**src/rtl/core_scheduler.sv**
```systemverilog
// rtl/core_scheduler.sv - per-core SIMT instruction scheduler FSM
// Steps a block through fetch/decode/request/wait/execute/update, tracking PC, divergence and retirement.
module core_scheduler #(
  parameter int THREADS = 4,
  parameter int PC_BITS = 8
) (
  input  logic                       clk,
  input  logic                       reset,
  input  logic                       start,
  input  logic [THREADS-1:0]         thread_mask,
  input  logic [2:0]                 fetcher_state,
  input  logic [2*THREADS-1:0]       lsu_state,
  input  logic                       decoded_ret,
  input  logic [THREADS*PC_BITS-1:0] next_pc,
  output logic [2:0]                 core_state,
  output logic [PC_BITS-1:0]         current_pc,
  output logic [THREADS-1:0]         active_mask,
  output logic                       done,
  output logic                       diverged,
  output logic [15:0]                retired_count
);

  typedef enum logic [2:0] {
    S_IDLE    = 3'b000,
    S_FETCH   = 3'b001,
    S_DECODE  = 3'b010,
    S_REQUEST = 3'b011,
    S_WAIT    = 3'b100,
    S_EXECUTE = 3'b101,
    S_UPDATE  = 3'b110,
    S_DONE    = 3'b111
  } state_t;

  localparam logic [2:0] FETCHER_FETCHED = 3'b010;

  state_t             state;
  logic               lsu_busy;
  logic               sel_found;
  logic               pc_mismatch;
  logic [PC_BITS-1:0] sel_pc;

  assign core_state = state;

  // Only enabled threads can stall WAIT or vote on the next PC.
  always_comb begin
    lsu_busy    = 1'b0;
    sel_found   = 1'b0;
    pc_mismatch = 1'b0;
    sel_pc      = current_pc + {{(PC_BITS-1){1'b0}}, 1'b1};
    for (int i = 0; i < THREADS; i++) begin
      if (active_mask[i] && (lsu_state[2*i +: 2] == 2'b01 || lsu_state[2*i +: 2] == 2'b10))
        lsu_busy = 1'b1;
      if (active_mask[i] && !sel_found) begin
        sel_pc    = next_pc[i*PC_BITS +: PC_BITS];
        sel_found = 1'b1;
      end
    end
    for (int i = 0; i < THREADS; i++) begin
      if (active_mask[i] && next_pc[i*PC_BITS +: PC_BITS] != sel_pc)
        pc_mismatch = 1'b1;
    end
  end

  always_ff @(posedge clk) begin
    if (reset) begin
      state         <= S_IDLE;
      current_pc    <= '0;
      active_mask   <= '0;
      done          <= 1'b0;
      diverged      <= 1'b0;
      retired_count <= 16'd0;
    end else begin
      case (state)
        S_IDLE: begin
          if (start) begin
            state         <= S_FETCH;
            active_mask   <= thread_mask;
            current_pc    <= '0;
            done          <= 1'b0;
            diverged      <= 1'b0;
            retired_count <= 16'd0;
          end
        end
        S_FETCH: begin
          if (fetcher_state == FETCHER_FETCHED)
            state <= S_DECODE;
        end
        S_DECODE:  state <= S_REQUEST;
        S_REQUEST: state <= S_WAIT;
        S_WAIT: begin
          if (!lsu_busy)
            state <= S_EXECUTE;
        end
        S_EXECUTE: state <= S_UPDATE;
        S_UPDATE: begin
          if (pc_mismatch)
            diverged <= 1'b1;
          if (retired_count != 16'hFFFF)
            retired_count <= retired_count + 16'd1;
          if (decoded_ret) begin
            state <= S_DONE;
            done  <= 1'b1;
          end else begin
            current_pc <= sel_pc;
            state      <= S_FETCH;
          end
        end
        S_DONE:  state <= S_DONE;
        default: state <= S_IDLE;
      endcase
    end
  end

endmodule

```
**config.mk**
```make
export PLATFORM = sky130hd
export DESIGN_NAME = core_scheduler
export DESIGN_NICKNAME = d
export VERILOG_FILES = /design/src/rtl/core_scheduler.sv
export SDC_FILE = /design/constraint.sdc
export NUM_CORES = 1
export LEC_CHECK = 0
export BUFFER_PORTS_ARGS = -buffer_cell sky130_fd_sc_hd__buf_2
export CORE_UTILIZATION = 50
export DETAILED_ROUTE_END_ITERATION = 8
export GPL_ROUTABILITY_DRIVEN = 0
export GPL_TIMING_DRIVEN = 0
export PLACE_DENSITY = 0.85
export SETUP_SLACK_MARGIN = 0.05
export SLEW_MARGIN = 20
export SYNTH_ARGS = -nofsm -noshare
export SYNTH_HDL_FRONTEND = slang
export SYNTH_SLANG_ARGS = --single-unit
```
**constraint.sdc**
```tcl
create_clock -name clk -period 6.7 [get_ports clk]
set_clock_uncertainty 0.05 [all_clocks]
set_input_delay 1.34 -clock clk [delete_from_list [all_inputs] [get_ports clk]]
set_output_delay 1.34 -clock clk [all_outputs]
set_load 0.03 [all_outputs]
```
* After elaboration in Yosys (flattened, before gate mapping)
Cells that the tools add are included.
** Word-level totals
- Register bits after elaboration :: 33
- Bits of input ports :: 51
- Output and inout port bits :: 33
- Logic and storage cells :: 93
** Operators by class
- Add/subtract/negate cells :: 2
- Equal/unequal tests :: 28
- Mux-type cells :: 31
- Reductions and logical operators :: 26
** Operators by type and width (count)
- $mux 8 :: 6
- $mux 16 :: 2
- $ne 8x8->1 :: 4
- $pmux 16 s2 :: 1
- $pmux 3 s8 :: 1
- $add 16x1->16 const B :: 1
- $ne 16x16->1 const B :: 1
- $pmux 8 s2 :: 1
- $reduce_and 3->1 :: 5
- $mux 1 :: 14
- $ne 2x2->1 const B :: 7
- $eq 3x3->1 const B :: 4
- $mux 3 :: 4
- $logic_and 1x1->1 :: 11
- $eq 3x2->1 const B :: 3
- $add 8x1->8 const B :: 1
- $eq 2x1->1 const B :: 4
- $eq 2x2->1 const B :: 4
- $logic_or 1x1->1 :: 4
- $pmux 1 s2 :: 2
- $eq 3x1->1 const B :: 1
- $logic_not 1->1 :: 3
- $logic_not 3->1 :: 1
- $reduce_and 2->1 :: 1
- $reduce_bool 2->1 :: 1

* Longest topological paths before layout
- Depth after elaboration :: 18
- Mapped depth :: 11
- Depth with buffers taken out :: 9

* Least setup slack after synthesis
No wires, ideal clock.
- Kind :: input port to flip-flop
- From :: input start
- To :: register retired_count[15]
- Library setup time :: 0.128 ns
- Arrival time :: 2.697 ns
- Data required time :: 6.522 ns
- Setup slack :: 3.826 ns
- Stages :: 7
- Cells stage by stage :: nor4b_4 -> o22a_2 -> and3_4 -> nor3b_2 -> nor2b_1 -> xnor2_1 -> nor2_1
** Between the ends
- Word-level cells in the longest chain between the ends :: 2
** Ends and longest elaborated chain
- start, declared :: RTL line 9 : input logic start,
- $ne 2x2->1 (no source line)
- $reduce_and 3->1 (no source line)
- end signal, assigned :: RTL line 99 : retired_count <= retired_count + 16'd1;
- end, declared :: RTL line 20 : output logic [15:0] retired_count
Every way passes these cells.
A chain may end at the register's enable or synchronous reset.

* Worst setup path after layout
- From :: input next_pc[22]
- To :: register diverged
** Between the ends
- Word-level cells in the longest chain between the ends :: 10
** Ends and longest elaborated chain
- start, declared :: RTL line 14 : input logic [THREADS*PC_BITS-1:0] next_pc,
- $mux 8 (2 in series) :: RTL line 53 : if (active_mask[i] && !sel_found) begin
- $ne 8x8->1 :: RTL line 59 : if (active_mask[i] && next_pc[i*PC_BITS +: PC_BITS] != sel_pc)
- $logic_and 1x1->1 :: RTL line 59
- $mux 1 (3 in series) :: RTL line 59
- $mux 1 (*) :: RTL line 59
- $ne 2x2->1 (no source line) (*)
- $reduce_and 3->1 (no source line) (*)
- end signal, assigned :: RTL line 70 : diverged <= 1'b0;
- end signal, assigned :: RTL line 80 : diverged <= 1'b0;
- end signal, assigned :: RTL line 97 : diverged <= 1'b1;
- end, declared :: RTL line 19 : output logic diverged,
Every way passes the cells marked *; elsewhere a longest branch is shown, timed or not.

==> metrics.txt <==
# TYPE chip_impl_metric gauge
chip_impl_metric{name="synth_area_per_cell",unit="um^2"} 7.16
chip_impl_metric{name="post_cts_hold_buffer_count",unit=""} 0
chip_impl_info{name="crit_type",value="in2reg"} 1
chip_impl_metric{name="cellLeakagePower",unit="uW"} 0.00141
chip_impl_metric{name="fp-row-count",unit=""} 26
chip_impl_metric{name="n_fill_cell",unit=""} 471
chip_impl_metric{name="post-route-cell-area",unit="um^2"} 3360
chip_impl_metric{name="wire_length_of_the_first_global_routing_pass",unit="mm"} 14.2
chip_impl_metric{name="worst_path_largest_cell_delay",unit="ns"} 0.34
chip_impl_metric{name="max-vdd-ir-drop",unit="mV"} 0.165
chip_impl_info{name="endpoint_kind",value="register"} 1
chip_impl_metric{name="share_of_the_clock_period_used_by_the_worst_path_after_layout",unit="%"} 44.5
chip_impl_metric{name="n_antenna_cell",unit=""} 0
chip_impl_metric{name="die_h",unit="um"} 76.5
chip_impl_metric{name="num_io_pins",unit=""} 84
chip_impl_metric{name="number_of_enable_flip_flop_cells_after_synthesis",unit=""} 0
chip_impl_metric{name="route.vias.total",unit=""} 3461
chip_impl_metric{name="numClockSinks",unit=""} 33
chip_impl_metric{name="dieWidth",unit="um"} 76.5
chip_impl_metric{name="post_dp_hpwl",unit="mm"} 6.78
chip_impl_metric{name="seq_area_frac_synth",unit="%"} 23.8
chip_impl_info{name="worstPathCellList",value="clkbuf_1 > inv_1 > o22ai_1 > a221oi_1 > o311ai_0 > nor4_1 > nand4b_1 > o21ai_0 > nand3_1"} 1
chip_impl_metric{name="multiInputGateArea",unit="um^2"} 1940
chip_impl_info{name="clockRootBuffer",value="sky130_fd_sc_hd__clkbuf_8"} 1
chip_impl_metric{name="report.power.total",unit="uW"} 625
chip_impl_metric{name="clock_latency",unit="ns"} 0.29
chip_impl_metric{name="antenna_found_initial",unit=""} 0
chip_impl_metric{name="drt.antenna.violating_nets",unit=""} 0
chip_impl_metric{name="slew_viol_final",unit=""} 0
chip_impl_metric{name="drt_iter0_markers",unit=""} 402
chip_impl_metric{name="final_layout_size_suffix_gt1_share",unit="%"} 24.3
chip_impl_metric{name="drt-vias-per-instance",unit=""} 6.36
chip_impl_metric{name="finalHoldViolations",unit=""} 0
chip_impl_metric{name="core-area",unit="um^2"} 5240
chip_impl_metric{name="yosys_warnings",unit=""} 0
chip_impl_metric{name="tightestPinTransition",unit="ns"} 0.721
chip_impl_metric{name="final.setup.worst_slack",unit="ns"} 3.72
chip_impl_metric{name="mappedNetlistArea",unit="um^2"} 2770
chip_impl_metric{name="critical_path_arrival",unit="ns"} 3.10
chip_impl_metric{name="max-slew-margin-rel",unit="%"} 51.8
chip_impl_metric{name="htree_levels",unit=""} 2
chip_impl_metric{name="io_buf_count",unit=""} 80
chip_impl_metric{name="areaGrowthSynthToFinish",unit="%"} 21.4
chip_impl_metric{name="worst-path-max-fanout",unit=""} 7
chip_impl_metric{name="postPlaceCellArea",unit="um^2"} 3260
chip_impl_metric{name="routed_wirelength",unit="mm"} 8.98
chip_impl_metric{name="cts_clock_pin_slew_for_the_worst_setup_and_hold_paths",unit="ns"} 0.07
chip_impl_metric{name="drv_cap",unit=""} 0
chip_impl_metric{name="ys_async_sr_fraction",unit="%"} 0
chip_impl_metric{name="post_cts_resize_count",unit=""} 0
chip_impl_metric{name="whs",unit="ns"} 0.437
chip_impl_info{name="crit_path_top_delay_cell",value="sky130_fd_sc_hd__nor4_1"} 1
chip_impl_metric{name="drtPass1Iterations",unit=""} 7
chip_impl_metric{name="synth_fp_nets",unit=""} 440
chip_impl_metric{name="wire_per_inst",unit="um"} 16.5
chip_impl_info{name="cp-start-kind",value="primary input"} 1
chip_impl_metric{name="cts_post_setup_buffers_inserted",unit=""} 0
chip_impl_metric{name="buffers_from_clock_root_to_sink_at_most",unit=""} 2
chip_impl_info{name="holdCritPathClass",value="reg2reg"} 1
chip_impl_metric{name="post-route-min-period",unit="ns"} 2.98
chip_impl_info{name="clock_tree_from_tritoncts",value="built"} 1
chip_impl_metric{name="global_route.overflow_total",unit=""} 0
chip_impl_metric{name="power_density",unit="nW/um^2"} 186
chip_impl_metric{name="pre_cts_slack",unit="ns"} 3.48
chip_impl_metric{name="syn_inst",unit=""} 387
chip_impl_metric{name="synth_seq_cells",unit=""} 33
chip_impl_metric{name="cts_buffers",unit=""} 5
chip_impl_info{name="outcome",value="completed"} 1
chip_impl_metric{name="layout.area.seq",unit="um^2"} 661
chip_impl_info{name="synthFlopType",value="sky130_fd_sc_hd__dfxtp_1"} 1
chip_impl_metric{name="finalSetupViolations",unit=""} 0
chip_impl_info{name="grt_setup_unrepaired",value="false"} 1
chip_impl_metric{name="clock.fmax",unit="MHz"} 335
chip_impl_metric{name="floorplan.die_area",unit="um^2"} 5840
chip_impl_metric{name="critPathRequiredTime",unit="ns"} 6.82
chip_impl_metric{name="initial_core_util",unit="%"} 52.9
chip_impl_metric{name="grt_pass1_vias",unit=""} 3093
chip_impl_metric{name="grt_util_all_layers",unit="%"} 30.3
chip_impl_metric{name="netlist-cell-type-count",unit=""} 65
chip_impl_metric{name="timing.setup.tns",unit="ns"} 0
chip_impl_metric{name="final_nets",unit=""} 527
chip_impl_metric{name="grt_max_degree",unit=""} 11
chip_impl_metric{name="route.detailed.drc",unit=""} 0
==> report_power, final <==
part	switching (uW)	leakage (uW)	total, uW	internal (uW)
clock network	74.6	0.0000540	183	108
registers	4.03	0.000267	205	201
logic	150	0.00109	238	88.3
==> cell type report <==
cell class | instances | area share [%]
Inverter | 16 | 1.79
Buffer | 21 | 3.20
Tap cell | 70 | 2.60
Timing Repair Buffer | 80 | 11.9
Clock inverter | 2 | 1.04
Clock buffer | 5 | 2.05
Multi-Input combinational cell | 317 | 57.8
Sequential cell | 33 | 19.6
==> final timing paths <==
check | to | slack (ns) | cells after the start | startpoint
setup / recovery | diverged | 3.72 | 9 | next_pc[22]
hold / removal | done | 0.44 | 2 | done
setup reg to reg | diverged | 4.00 | 9 | active_mask[2]
hold reg to reg | done | 0.44 | 2 | done
==> flip-flops by register name, indices dropped and copies added (netlist names) <==
name	count
retired_count	16
core_state	3
diverged	1
current_pc	8
active_mask	4
done	1
==> logic make-up (layout without fill, tap and decap cells) <==
group,after synthesis,count (layout),synth area share [%]
buffers and inverters,37,124,6.05
multiplexers,4,4,1.58
flip-flops,33,33,23.8
adder cells (fa/ha/maj),2,2,0.903
AO/OA/AOI/OAI,105,105,26.0
XOR/XNOR,28,28,8.85
AND/OR/NAND/NOR,178,178,32.8
==> cell usage after synthesis (2+ instances only) <==
library cell                count  area, um^2
sky130_fd_sc_hd__xor2_1        17         149
sky130_fd_sc_hd__a311o_1        2        20.0
sky130_fd_sc_hd__nand2_1       35         131
sky130_fd_sc_hd__a21oi_1       30         150
sky130_fd_sc_hd__a31oi_1        6        37.5
sky130_fd_sc_hd__nor3b_1        2        15.0
sky130_fd_sc_hd__a31o_2         2        17.5
sky130_fd_sc_hd__o311ai_0       2        17.5
sky130_fd_sc_hd__nor4_1         6        37.5
sky130_fd_sc_hd__or4_1          3        22.5
sky130_fd_sc_hd__a311oi_1       2        17.5
sky130_fd_sc_hd__mux2_2         3        33.8
sky130_fd_sc_hd__o21bai_1       3        22.5
sky130_fd_sc_hd__or3_1          3        18.8
sky130_fd_sc_hd__clkbuf_1       8        30.0
sky130_fd_sc_hd__inv_1         16        60.1
sky130_fd_sc_hd__nor3_1        12        60.1
sky130_fd_sc_hd__o2111ai_1      3        26.3
sky130_fd_sc_hd__dfxtp_1       33         661
sky130_fd_sc_hd__o211ai_1       5        37.5
sky130_fd_sc_hd__buf_6          2        22.5
sky130_fd_sc_hd__o21ai_0       12        60.1
sky130_fd_sc_hd__nor2_1        60         225
sky130_fd_sc_hd__ha_1           2        25.0
sky130_fd_sc_hd__nand2b_1       5        31.3
sky130_fd_sc_hd__nand3b_1       3        22.5
sky130_fd_sc_hd__and3_1         5        31.3
sky130_fd_sc_hd__and2_1         2        12.5
sky130_fd_sc_hd__or2_2          2        12.5
sky130_fd_sc_hd__nand4_1       10        62.6
sky130_fd_sc_hd__o21a_1         2        15.0
sky130_fd_sc_hd__o22ai_1        3        18.8
sky130_fd_sc_hd__xnor2_1       11        96.3
sky130_fd_sc_hd__a21boi_0       2        15.0
sky130_fd_sc_hd__a22oi_1       10        75.1
sky130_fd_sc_hd__nor2b_1        6        37.5
sky130_fd_sc_hd__o31ai_1        2        15.0
sky130_fd_sc_hd__buf_1          2        7.51
sky130_fd_sc_hd__o221ai_1       4        35.0
sky130_fd_sc_hd__a211oi_1       5        37.5
sky130_fd_sc_hd__a221oi_1       2        17.5
sky130_fd_sc_hd__nand3_1       12        60.1
sky130_fd_sc_hd__buf_2          8        40.0
==> critical path, delay by kind of cell <==
kind / cells / cell delay, ns
compound gates: 4 / 0.84
buf+inv: 2 / 0.31
simple gates: 3 / 0.61
==> layout by cell type (no fill, tap or decap), types with 4 or more instances in the layout <==
| master | netlist | final |
|---|---|---|
| sky130_fd_sc_hd__o211ai_1 | 5 | 5 |
| sky130_fd_sc_hd__nor3_1 | 12 | 12 |
| sky130_fd_sc_hd__nand4_1 | 10 | 10 |
| sky130_fd_sc_hd__o21ai_0 | 12 | 12 |
| sky130_fd_sc_hd__nand2b_1 | 5 | 5 |
| sky130_fd_sc_hd__and3_1 | 5 | 5 |
| sky130_fd_sc_hd__clkbuf_8 | 0 | 5 |
| sky130_fd_sc_hd__nor2_1 | 60 | 60 |
| sky130_fd_sc_hd__nand2_1 | 35 | 35 |
| sky130_fd_sc_hd__a22oi_1 | 10 | 10 |
| sky130_fd_sc_hd__a21oi_1 | 30 | 30 |
| sky130_fd_sc_hd__a211oi_1 | 5 | 5 |
| sky130_fd_sc_hd__nor4_1 | 6 | 6 |
| sky130_fd_sc_hd__nand3_1 | 12 | 12 |
| sky130_fd_sc_hd__buf_2 | 8 | 88 |
| sky130_fd_sc_hd__inv_1 | 16 | 16 |
| sky130_fd_sc_hd__xor2_1 | 17 | 17 |
| sky130_fd_sc_hd__clkbuf_1 | 8 | 8 |
| sky130_fd_sc_hd__nor2b_1 | 6 | 6 |
| sky130_fd_sc_hd__a31oi_1 | 6 | 6 |
| sky130_fd_sc_hd__dfxtp_1 | 33 | 33 |
| sky130_fd_sc_hd__o221ai_1 | 4 | 4 |
| sky130_fd_sc_hd__xnor2_1 | 11 | 11 |
==> metrics by stage <==
| stage | cells | utilization (%) |
|---|---|---|
| floorplan | 387 | - |
| global placement | 537 | 62.2 |
| detailed placement | 537 | 62.2 |
| CTS | 544 | 64.2 |
| global route | 544 | 64.2 |
| finish | 544 | 64.2 |
==> metal layers <==
layer  track usage, %  wire [um]  up-vias
li1                 -          -     1581
met1             36.9       3510     1559
met2             48.9       3910      268
met3             8.02       1120       53
met4             15.4        443        0
met5                0          0        -
(Power assumes the default switching activity.)
